File: src/rtl/sram_sdp_be.sv
// Simple-dual-port synchronous SRAM with per-lane write enables, hardware clear
// after reset, selectable read-during-write policy and optional output register.
module sram_sdp_be #(
    parameter int width   = 8,
    parameter int depth   = 16,
    parameter int lane_w  = 4,
    parameter int rd_mode = 0,
    parameter int out_reg = 0,
    localparam int LANES  = width / lane_w,
    localparam int AW     = $clog2(depth)
) (
    input  logic              clk,
    input  logic              rst_n,
    input  logic              a_we,
    input  logic [LANES-1:0]  a_be,
    input  logic [AW-1:0]     a_add,
    input  logic [width-1:0]  a_din,
    input  logic              b_re,
    input  logic [AW-1:0]     b_add,
    output logic [width-1:0]  b_dout,
    output logic              b_valid,
    output logic              busy
);

    typedef enum logic [0:0] {
        ST_CLEAR = 1'b0,
        ST_IDLE  = 1'b1
    } state_t;

    state_t            r_state;
    logic [AW-1:0]     r_clr_cnt;
    logic              r_busy;
    logic [width-1:0]  r_mem [depth];
    logic [width-1:0]  r_rd_data;
    logic              r_rd_valid;

    logic              w_a_ok;
    logic              w_b_ok;
    logic              w_idle;
    logic              w_wr_en;
    logic              w_rd_en;
    logic              w_collide;
    logic [width-1:0]  w_wr_old;
    logic [width-1:0]  w_rd_old;
    logic [width-1:0]  w_merged;
    logic [width-1:0]  w_rd_word;

    function automatic logic [width-1:0] f_merge(
        input logic [width-1:0] old_word,
        input logic [width-1:0] new_word,
        input logic [LANES-1:0] be
    );
        logic [width-1:0] m;
        m = old_word;
        for (int i = 0; i < LANES; i++) begin
            if (be[i]) begin
                m[i*lane_w +: lane_w] = new_word[i*lane_w +: lane_w];
            end
        end
        return m;
    endfunction

    // A power-of-two depth makes every address legal, so no range compare is built.
    generate
        if ((1 << AW) == depth) begin : g_pow2
            assign w_a_ok = 1'b1;
            assign w_b_ok = 1'b1;
        end else begin : g_npow2
            assign w_a_ok = (a_add < AW'(depth));
            assign w_b_ok = (b_add < AW'(depth));
        end
    endgenerate

    assign w_idle    = (r_state == ST_IDLE);
    assign w_wr_en   = w_idle && a_we && w_a_ok;
    assign w_rd_en   = w_idle && b_re;
    assign w_collide = w_wr_en && (a_add == b_add);
    assign w_merged  = f_merge(w_wr_old, a_din, a_be);

    // Old words at both ports; out-of-range reads return zero.
    always_comb begin
        w_wr_old  = '0;
        w_rd_old  = '0;
        w_rd_word = '0;
        if (w_a_ok) begin
            w_wr_old = r_mem[a_add];
        end else begin
            w_wr_old = '0;
        end
        if (w_b_ok) begin
            w_rd_old = r_mem[b_add];
        end else begin
            w_rd_old = '0;
        end
        if ((rd_mode == 1) && w_collide) begin
            w_rd_word = w_merged;
        end else begin
            w_rd_word = w_rd_old;
        end
    end

    // Clear-sequence state machine; busy drops on the edge that clears the last word.
    always_ff @(posedge clk) begin
        if (!rst_n) begin
            r_state   <= ST_CLEAR;
            r_clr_cnt <= '0;
            r_busy    <= 1'b1;
        end else begin
            case (r_state)
                ST_CLEAR: begin
                    if (r_clr_cnt == AW'(depth - 1)) begin
                        r_state   <= ST_IDLE;
                        r_busy    <= 1'b0;
                        r_clr_cnt <= '0;
                    end else begin
                        r_clr_cnt <= r_clr_cnt + AW'(1);
                    end
                end
                ST_IDLE: begin
                    r_busy <= 1'b0;
                end
                default: begin
                    r_state   <= ST_CLEAR;
                    r_clr_cnt <= '0;
                    r_busy    <= 1'b1;
                end
            endcase
        end
    end

    // Storage array: clear writes take priority, lane writes go in as a merged word.
    always_ff @(posedge clk) begin
        if (rst_n && (r_state == ST_CLEAR)) begin
            r_mem[r_clr_cnt] <= '0;
        end else if (rst_n && w_wr_en && (a_be != '0)) begin
            r_mem[a_add] <= w_merged;
        end
    end

    // First read stage; data holds between reads.
    always_ff @(posedge clk) begin
        if (!rst_n) begin
            r_rd_data  <= '0;
            r_rd_valid <= 1'b0;
        end else if (w_rd_en) begin
            r_rd_data  <= w_rd_word;
            r_rd_valid <= 1'b1;
        end else begin
            r_rd_valid <= 1'b0;
        end
    end

    generate
        if (out_reg != 0) begin : g_oreg
            logic [width-1:0] r_out_data;
            logic             r_out_valid;

            // Optional output stage adds one cycle of latency at full throughput.
            always_ff @(posedge clk) begin
                if (!rst_n) begin
                    r_out_data  <= '0;
                    r_out_valid <= 1'b0;
                end else if (r_rd_valid) begin
                    r_out_data  <= r_rd_data;
                    r_out_valid <= 1'b1;
                end else begin
                    r_out_valid <= 1'b0;
                end
            end

            assign b_dout  = r_out_data;
            assign b_valid = r_out_valid;
        end else begin : g_noreg
            assign b_dout  = r_rd_data;
            assign b_valid = r_rd_valid;
        end
    endgenerate

    assign busy = r_busy;

endmodule

File: config.mk
export PLATFORM = sky130hd
export DESIGN_NAME = sram_sdp_be
export DESIGN_NICKNAME = d
export VERILOG_FILES = /design/src/rtl/sram_sdp_be.sv
export SDC_FILE = /design/constraint.sdc
export NUM_CORES = 1
export LEC_CHECK = 0
export BUFFER_PORTS_ARGS = -buffer_cell sky130_fd_sc_hd__buf_2
export CAP_MARGIN = 20
export CORE_ASPECT_RATIO = 1.5
export CORE_MARGIN = 2
export CORE_UTILIZATION = 44
export CTS_BUF_LIST = sky130_fd_sc_hd__clkbuf_4
export DETAILED_ROUTE_END_ITERATION = 10
export GPL_TIMING_DRIVEN = 0
export PLACE_DENSITY = 0.66
export SYNTH_ARGS = -nofsm -noshare
export SYNTH_HDL_FRONTEND = slang
export SYNTH_SLANG_ARGS = --single-unit
export TNS_END_PERCENT = 50
File: constraint.sdc
create_clock -name clk -period 3.6 [get_ports clk]
set_input_delay 0.72 -clock clk [delete_from_list [all_inputs] [get_ports clk]]
set_output_delay 0.72 -clock clk [all_outputs]
set_load 0.005 [all_outputs]
==> run metrics, run 1 <==
Worst-Skew Late Latency 520 ps; row count 51; Syn Nets 351; slowest cell delay on critical path 550 ps; fin util 0.498; total power draw 2960 µW; R2R Path End r_mem[1][4]; post-place setup slack 761 ps; Gate Count Post-Synth 328; Routability Congestion 0.832; share of layout cells above drive strength 1 0.247; Final Hold Fails 0; setup ws final 1240 ps; Fmax 0.423 GHz; final setup fails 0; H-Tree Level Count 4; slew margin rel. 0.476; hpwl dp 8220 µm; crit path buf inv count 2; clk slew on worst S/H paths 110 ps; FF-to-FF setup slack 1240 ps; cts hold-fix bufs 0; Area growth, synth to finish 10.6%; num ports 32; max_cap viols 0; per-cell routed wire length 20.6 µm; Slew Viols, Final 0; Slew @ Worst Pin 784 ps; Req. time, crit path 3850 ps; GRT overflow 0; fill count 1120; #FFs+latches synth 143; period utilization 0.657; crit-path max FO 10; cell count after placement 515; worst hold path class reg -> reg; commonest cells after routing, fill and taps aside edfxtp_1, nor2_1, buf_2, mux4_2, mux2i_1; total number of vias 2987; crit path DAT 2610 ps; cells along the critical path o2111a_1 -> buf_2 -> buf_2 -> mux2i_1 -> nand2b_1 -> nor2_1; nets 398; number of global-route vias before repair 3169; distinct cell type count after synthesis 34; first-pass GRT wire length 17400 µm; prevailing post-synth register cell edfxtp_1; Hold Path Cell Cnt 2; Peak VDD IR 0.000207 V; via/cell ratio 5.45; cell repeated most along the worst path buf_2; total CTS buffers 17; Die H 145 µm; Worst Skew 10.3 ps; startpoint type of the worst setup path register; First DRT Iteration DRCs 167; IO Port Bufs 28; # Post-CTS Setup Buffers 0; Worst Reg2Reg Path Length in Cells 6; final wirelength 11300 µm; Synth Area per Inst 17.9 µm²; CP max stage cell mux2i_1; clock root buffer master clkbuf_4; post-route minimum period 2360 ps; Initial Utilization 0.450; die area 0.0143 mm²; commonest non-fill, non-tap cell in the layout edfxtp_1; power density over the cells 458 mW/mm²; Hold EP busy; top cell family by delay on the critical path multiplexers; Die Wd 98.2 µm; largest net degree at the start of global routing 17; kind of end point of the critical path register; drt drc 0; CTS tree yes; initial antenna violation count 1; outcome finished clean; Post-synth ARST share 0; Non-Filler Instances 548; EDFF count, synth 128; P_leak 0.00239 µW; setup TNS 0 ps; antenna-violating nets left 0; Core Box Area 0.0130 mm²; clk buf depth 2; crit path kind reg -> reg; sequential area share after synthesis 0.708; Pre-antenna DRT Iters 4; gr usage total 0.166; mapped cell area 0.00586 mm²; RSZ-0062 raised after global routing false; # resized after CTS 0; Hold Crit Start busy; reg2reg start r_state; Synth Warn # 0; clock sinks 143
==> layer usage <==
metal  global-route usage  vias up  part of all wire  wire [µm]
li1                     -     1385                 -          -
met1                0.178     1523              0.38       4280
met2                0.307       58              0.56       6330
met3               0.0356       21             0.033        376
met4               0.0726        0             0.028        322
met5                    0        -                 0          0
==> power by group <==
group | switching [µW] | internal, µW
combinational | 81.7 | 68.9
clock | 541 | 464
sequential | 8.48 | 1800
==> cells by family after synthesis <==
kind of cell | synth area share
AO/OA/AOI/OAI | 0.0276
XOR/XNOR | 0.00150
adder cells (fa/ha/maj) | 0.00214
buffers and inverters | 0.0182
flip-flops | 0.708
multiplexers | 0.172
AND/OR/NAND/NOR | 0.0707
==> flip-flops by register name (all words and copies together) (netlist names) <==
register,count
busy,1
b_valid,1
r_clr_cnt,4
r_mem,128
r_state,1
b_dout,8
==> worst max path at each step <==
stage,from,cells after the start,slack (ps),end
after CTS,r_state,6,1240,r_mem[1][4]
after global routing,r_state,6,1140,r_mem[1][7]
after floorplan,a_be[0],5,1390,r_mem[13][4]
final,r_state,6,1240,r_mem[1][4]
after detailed placement,a_be[0],7,760,r_mem[1][6]
after global placement,a_be[0],7,810,r_mem[5][6]
==> cell type report <==
type	count	area (µm²)	area share
Antenna cell	1	2.50	0.000386
Sequential cell	143	4140	0.640
Timing Repair Buffer	28	140	0.0216
Tap cell	159	199	0.0307
Clock buffer	17	128	0.0197
Multi-Input combinational cell	170	1610	0.248
Buffer	15	106	0.0164
Clock inverter	15	151	0.0234
==> stage by stage <==
step / area, µm² / hold slack [ps]
after floorplan: 5860 / 439
after global placement: 6190 / 436
after detailed placement: 6190 / 435
after CTS: 6470 / 453
after global routing: 6480 / 482
final: 6480 / 449
==> cell usage after synthesis (2+ instances only) <==
cell | n | area (µm²)
edfxtp_1 | 128 | 3840
nor2_1 | 37 | 139
mux4_2 | 22 | 495
mux2i_1 | 19 | 190
dfxtp_1 | 15 | 300
and2_1 | 11 | 68.8
nand2_1 | 11 | 41.3
nor2b_1 | 11 | 68.8
mux2_2 | 10 | 113
nand2b_1 | 10 | 62.6
mux4_1 | 8 | 210
a22oi_1 | 7 | 52.6
o21ai_1 | 6 | 30.0
buf_4 | 4 | 30.0
clkbuf_1 | 4 | 15.0
a21boi_0 | 3 | 22.5
buf_2 | 3 | 15.0
buf_6 | 2 | 22.5
o21ai_0 | 2 | 10.0
==> tightest hold or removal path: stages (launching register included) <==
cell     delay (ps)
dfxtp_1         330
nand2_1          50
nand2_1          40
Note: power is estimated with default switching activity, not from simulation.
==> inputs of run 2 (changes only) <==
- clock period: 3.6 -> 2.2 ns (I/O delays scaled with it)
==> run 2 against run 1 <==
  * Global-route usage hardly changed
  * Register-to-register slack got worse by 1200 ps
  * Design area increased by 0.93%
  * Die area did not move
  * Sequential cell count did not move
  * Clock skew is 1.6 ps higher
  * Critical path type unchanged
==> run metrics, run 2 (synthesized netlist as in run 1, its figures left out) <==
Pre-antenna DRT Iters 4 (unchanged); gr usage total 0.165 (-0.000257); Seq pwr share 0.609 (about the same); largest register by flop count r_mem; Routability Congestion 0.832 (unchanged); Slew @ Worst Pin 749 ps (-34.8 ps); total number of vias 3006 (+0.64%); top cell family by delay on the critical path simple AND/OR/NAND/NOR gates; clk slew on worst S/H paths 110 ps (about the same); post-route minimum period 2170 ps (-195 ps); Core Box Area 0.0130 mm² (unchanged); FF/Latch Area 0.00414 mm² (unchanged); worst hold slack 272 ps (-176 ps); final wirelength 11300 µm (about the same); Peak VDD IR 0.000343 V (+65%); fill count 1114 (-0.54%); cells along the critical path o2111a_1 -> buf_2 -> mux2_2 -> nand2b_1 -> nor2_1; die area 0.0143 mm² (unchanged); post-place setup slack -359 ps (-1120 ps); outcome finished clean; largest net degree at the start of global routing 17 (unchanged); Area growth, synth to finish 11.6%; drt drc 0 (unchanged); slowest cell delay on critical path 430 ps (-120 ps); crit-path max FO 7 (-3); area of the multi-input gates 0.00167 mm² (+3.7%); via/cell ratio 5.49 (+0.64%); first-pass GRT wire length 17300 µm (-0.36%); total CTS buffers 17 (unchanged); Pint 3820 µW (+64%); Comb pwr share 0.053 (+0.002); antenna-violating nets left 0 (unchanged); Net Sw Frac 0.213 (+0.000453); clock network fraction of design power 0.338 (about the same); Req. time, crit path 2380 ps (-1470 ps); First DRT Iteration DRCs 173 (+3.6%); commonest non-fill, non-tap cell in the layout edfxtp_1; final setup fails 0 (unchanged); IO Port Bufs 28 (unchanged); switching power 1040 µW (+64%); clk buf depth 2 (unchanged); crit path buf inv count 1 (-1); H-Tree Level Count 4 (unchanged); Initial Utilization 0.450 (unchanged); slew margin rel. 0.500 (+0.0233); share of layout cells above drive strength 1 0.289 (+0.0412); Die Wd 98.2 µm (unchanged); crit path kind reg -> reg; cts hold-fix bufs 0 (unchanged); period utilization 0.986 (+0.329); max_cap viols 0 (unchanged); commonest cells after routing, fill and taps aside edfxtp_1, buf_2, nor2_1, mux4_2; P_leak 0.00239 µW (+0.15%); # resized after CTS 3 (+3); CP max stage cell mux2_2; RSZ-0062 raised after global routing true; clock sinks 143 (unchanged); Die H 145 µm (unchanged); clock root buffer master clkbuf_4; power density over the cells 743 mW/mm² (+62%); Fmax 0.461 GHz (+9.0%); Final Hold Fails 0 (unchanged); Slew Viols, Final 0 (unchanged); setup ws final 30.5 ps (-1210 ps); num ports 32 (unchanged); setup TNS 0 ps (unchanged); per-cell routed wire length 20.6 µm (about the same); CTS tree yes; # Post-CTS Setup Buffers 0 (unchanged); worst hold path class in -> reg; Worst-Skew Late Latency 520 ps (about the same); nets 398 (unchanged); startpoint type of the worst setup path register; GRT overflow 0 (unchanged); hpwl dp 8220 µm (unchanged); row count 51 (unchanged); max FFs per register 128 (unchanged); kind of end point of the critical path register; Worst Skew 11.9 ps (+1.58 ps); initial antenna violation count 1 (unchanged); number of global-route vias before repair 3168 (-0.032%); crit path DAT 2350 ps (-260 ps)
==> run 2: cell count changes in the layout (fill, tap and decap cells not counted) <==
cell      before  now
nor2_2         0   12
nand2b_2       0    2
mux2i_4        0    2
nor2_1        37   25
mux2i_1       19   17
nand2b_1      10    8
==> run 2: power by group through the flow <==
stage | clock network [µW] | logic (µW) | registers (µW)
floorplan | 0 | 173 | 3020
global route | 1770 | 277 | 2960
CTS | 1670 | 253 | 2960
detailed placement | 0 | 250 | 3020
finish | 1640 | 259 | 2960
global placement | 0 | 247 | 3020
==> run 2: per-layer routing <==
metal	GRT usage	wire [µm]	up-vias
met5	0	0	-
met4	0.0726	322	0
met3	0.0356	357	20
met2	0.307	6320	60
met1	0.177	4310	1542
li1	-	-	1384
==> run 2: worst reg2reg max path, delay by kind of cell, from the launching register on <==
| kind | cells | cell delay [ps] |
|---|---|---|
| buffers and inverters | 1 | 210 |
| AO/OA/AOI/OAI | 1 | 190 |
| multiplexers | 1 | 440 |
| AND/OR/NAND/NOR | 2 | 640 |
| flip-flops | 1 | 360 |
==> run 2: cell type report <==
type                    instances  area share
well taps                     159      0.0304
multi-input cells             170       0.255
clock inverters                15      0.0232
clock buffers                  17      0.0195
flip-flops and latches        143       0.634
diodes                          1    0.000383
repair buffers                 28      0.0214
plain buffers                  15      0.0163
==> run 2: worst paths after layout <==
path	start	endpoint	slack [ps]	depth (start not counted)
max	r_state	r_mem[7][2]	30	5
min	rst_n	b_valid	270	2
max reg2reg	r_state	r_mem[7][2]	30	5
min reg2reg	busy	busy	450	2
==> run 2: stage by stage <==
step	instances	util	power [µW]	cell area [µm²]
3_5_place_dp	515	0.476	3270	6190
6_report	548	0.502	4860	6540
4_1_cts	547	0.498	4880	6480
5_1_grt	548	0.502	5010	6540
2_1_floorplan	328	-	3190	5860
3_3_place_gp	515	0.476	3270	6190
==> inputs of run 3 (changes only) <==
- CORE_ASPECT_RATIO: 1.5 -> unset
==> run 3 against run 2 <==
  * Total power hardly changed
  * Hold slack improved by 3.9 ps
  * Via count is 0.20% lower
==> run metrics, run 3 (synthesized netlist as in run 1, its figures left out) <==
outcome finished clean; antenna-violating nets left 0 (unchanged); First DRT Iteration DRCs 186 (+7.5%); clock root buffer master clkbuf_4; num ports 32 (unchanged); startpoint type of the worst setup path register; RSZ-0062 raised after global routing true; Slew Viols, Final 0 (unchanged); GRT overflow 0 (unchanged); final setup fails 0 (unchanged); setup ws final 42.8 ps (+12.3 ps); via/cell ratio 5.32 (-3.0%); row count 42 (-18%); Die Wd 119 µm (+22%); initial antenna violation count 0 (-1); per-cell routed wire length 19.9 µm (-3.5%); CP max stage cell mux2_2; final wirelength 11200 µm (-0.65%); total CTS buffers 17 (unchanged); clk slew on worst S/H paths 110 ps (about the same); Worst-Skew Late Latency 530 ps (about the same); Final Hold Fails 0 (unchanged); crit-path max FO 7 (unchanged); Slew @ Worst Pin 820 ps (+71.3 ps); crit path DAT 2360 ps (about the same); drt drc 0 (unchanged); period utilization 0.981 (-0.00560); crit path kind reg -> reg; total number of vias 3000 (-0.20%); power density over the cells 740 mW/mm² (-0.45%); largest register by flop count r_mem; P_leak 0.00238 µW (-0.23%); cts hold-fix bufs 0 (unchanged); reg2reg start r_state; Hold Crit Start b_re; first-pass GRT wire length 17300 µm (-0.48%); CTS tree yes; Fmax 0.464 GHz (+0.57%); Antenna Cells 0 (-1); post-place setup slack -306 ps (+52.5 ps); Worst Skew 18.5 ps (+6.61 ps); Initial Utilization 0.446 (-0.00411); Hold EP b_valid; Die H 119 µm (-18%); Req. time, crit path 2400 ps (+20 ps); Placement Cell Area 0.00622 mm² (+0.34%); commonest cells after routing, fill and taps aside edfxtp_1, buf_2, mux4_2, nor2_1, clkbuf_4; Peak VDD IR 0.000489 V (+43%); Pre-antenna DRT Iters 4 (unchanged); Hold Path Cell Cnt 2 (unchanged); cells along the critical path o2111a_1 -> buf_2 -> mux2_2 -> nand2b_1 -> nor2_2; clk buf depth 2 (unchanged); kind of end point of the critical path register; die area 0.0142 mm² (-0.13%); gr usage total 0.170 (+0.00473); H-Tree Level Count 4 (unchanged); Post-Layout Inst Area 0.00657 mm² (+0.52%); Routability Congestion 0.757 (-9.0%); FF-to-FF setup slack 40 ps (about the same); Core Box Area 0.0131 mm² (+0.92%); slowest cell delay on critical path 440 ps (about the same); commonest non-fill, non-tap cell in the layout edfxtp_1; slew margin rel. 0.452 (-0.0476); post-route minimum period 2160 ps (-12.3 ps); share of layout cells above drive strength 1 0.302 (+0.0129); Area growth, synth to finish 12.2%; worst hold path class in -> reg; cell count after placement 532 (+3.3%); nets 398 (unchanged); largest net degree at the start of global routing 17 (unchanged); Non-Filler Instances 564 (+2.9%); max FFs per register 128 (unchanged); worst hold slack 276 ps (+3.88 ps); R2R Path End r_mem[14][7]; number of global-route vias before repair 3011 (-5.0%); max_cap viols 0 (unchanged); Worst Reg2Reg Path Length in Cells 5 (unchanged); clock sinks 143 (unchanged); hpwl dp 7740 µm (-5.8%); IO Port Bufs 28 (unchanged)
[run 3: stage by stage]
stage	total power (µW)	setup TNS (ps)	util
4_1_cts	4890	-1.11	0.496
2_1_floorplan	3190	0	-
5_1_grt	5020	-108	0.500
3_3_place_gp	3270	-16700	0.473
6_report	4860	0	0.500
3_5_place_dp	3270	-18010	0.473
[run 3: how the worst max path moves through the flow]
stage | from | end | cells past startpoint
floorplan | a_be[0] | r_mem[13][4] | 5
global placement | rst_n | r_mem[5][7] | 7
detailed placement | rst_n | r_mem[4][6] | 7
CTS | r_state | r_mem[5][5] | 6
global route | r_state | r_mem[14][7] | 5
finish | r_state | r_mem[14][7] | 5
[run 3: where the power goes]
| group | total (µW) | internal [µW] | leakage (µW) | switching (µW) |
|---|---|---|---|---|
| sequential | 2960 | 2940 | 0.00149 | 13.5 |
| combinational | 262 | 117 | 0.000754 | 145 |
| clock | 1640 | 776 | 0.000141 | 867 |
[run 3: what timing repair did]
item | in CTS | in global routing
endpoints found under the setup margin | 32 | 60
setup buffers | 0 | 0
resized for setup | 3 | 19
pin swaps | 0 | 0
[run 3: final cells by class]
cell class,count,area (µm²)
Fill cell,1101,6570
Sequential cell,143,4140
Multi-Input combinational cell,170,1680
Tap cell,176,220
Clock inverter,14,149
Timing Repair Buffer,28,140
Clock buffer,18,135
Buffer,15,106
[run 3: layer usage]
metal	global-route usage	routed length, µm
met1	0.225	4930
met2	0.274	5580
met3	0.0402	566
met4	0.0669	167
met5	0	0
[run 3: worst max-delay path, delay by kind of cell, from the launching register on]
| kind | cells | cell delay [ps] |
|---|---|---|
| muxes | 1 | 440 |
| and+or+nand+nor | 2 | 640 |
| AOI/OAI and AO/OA | 1 | 190 |
| DFF | 1 | 350 |
| buffers and inverters | 1 | 210 |
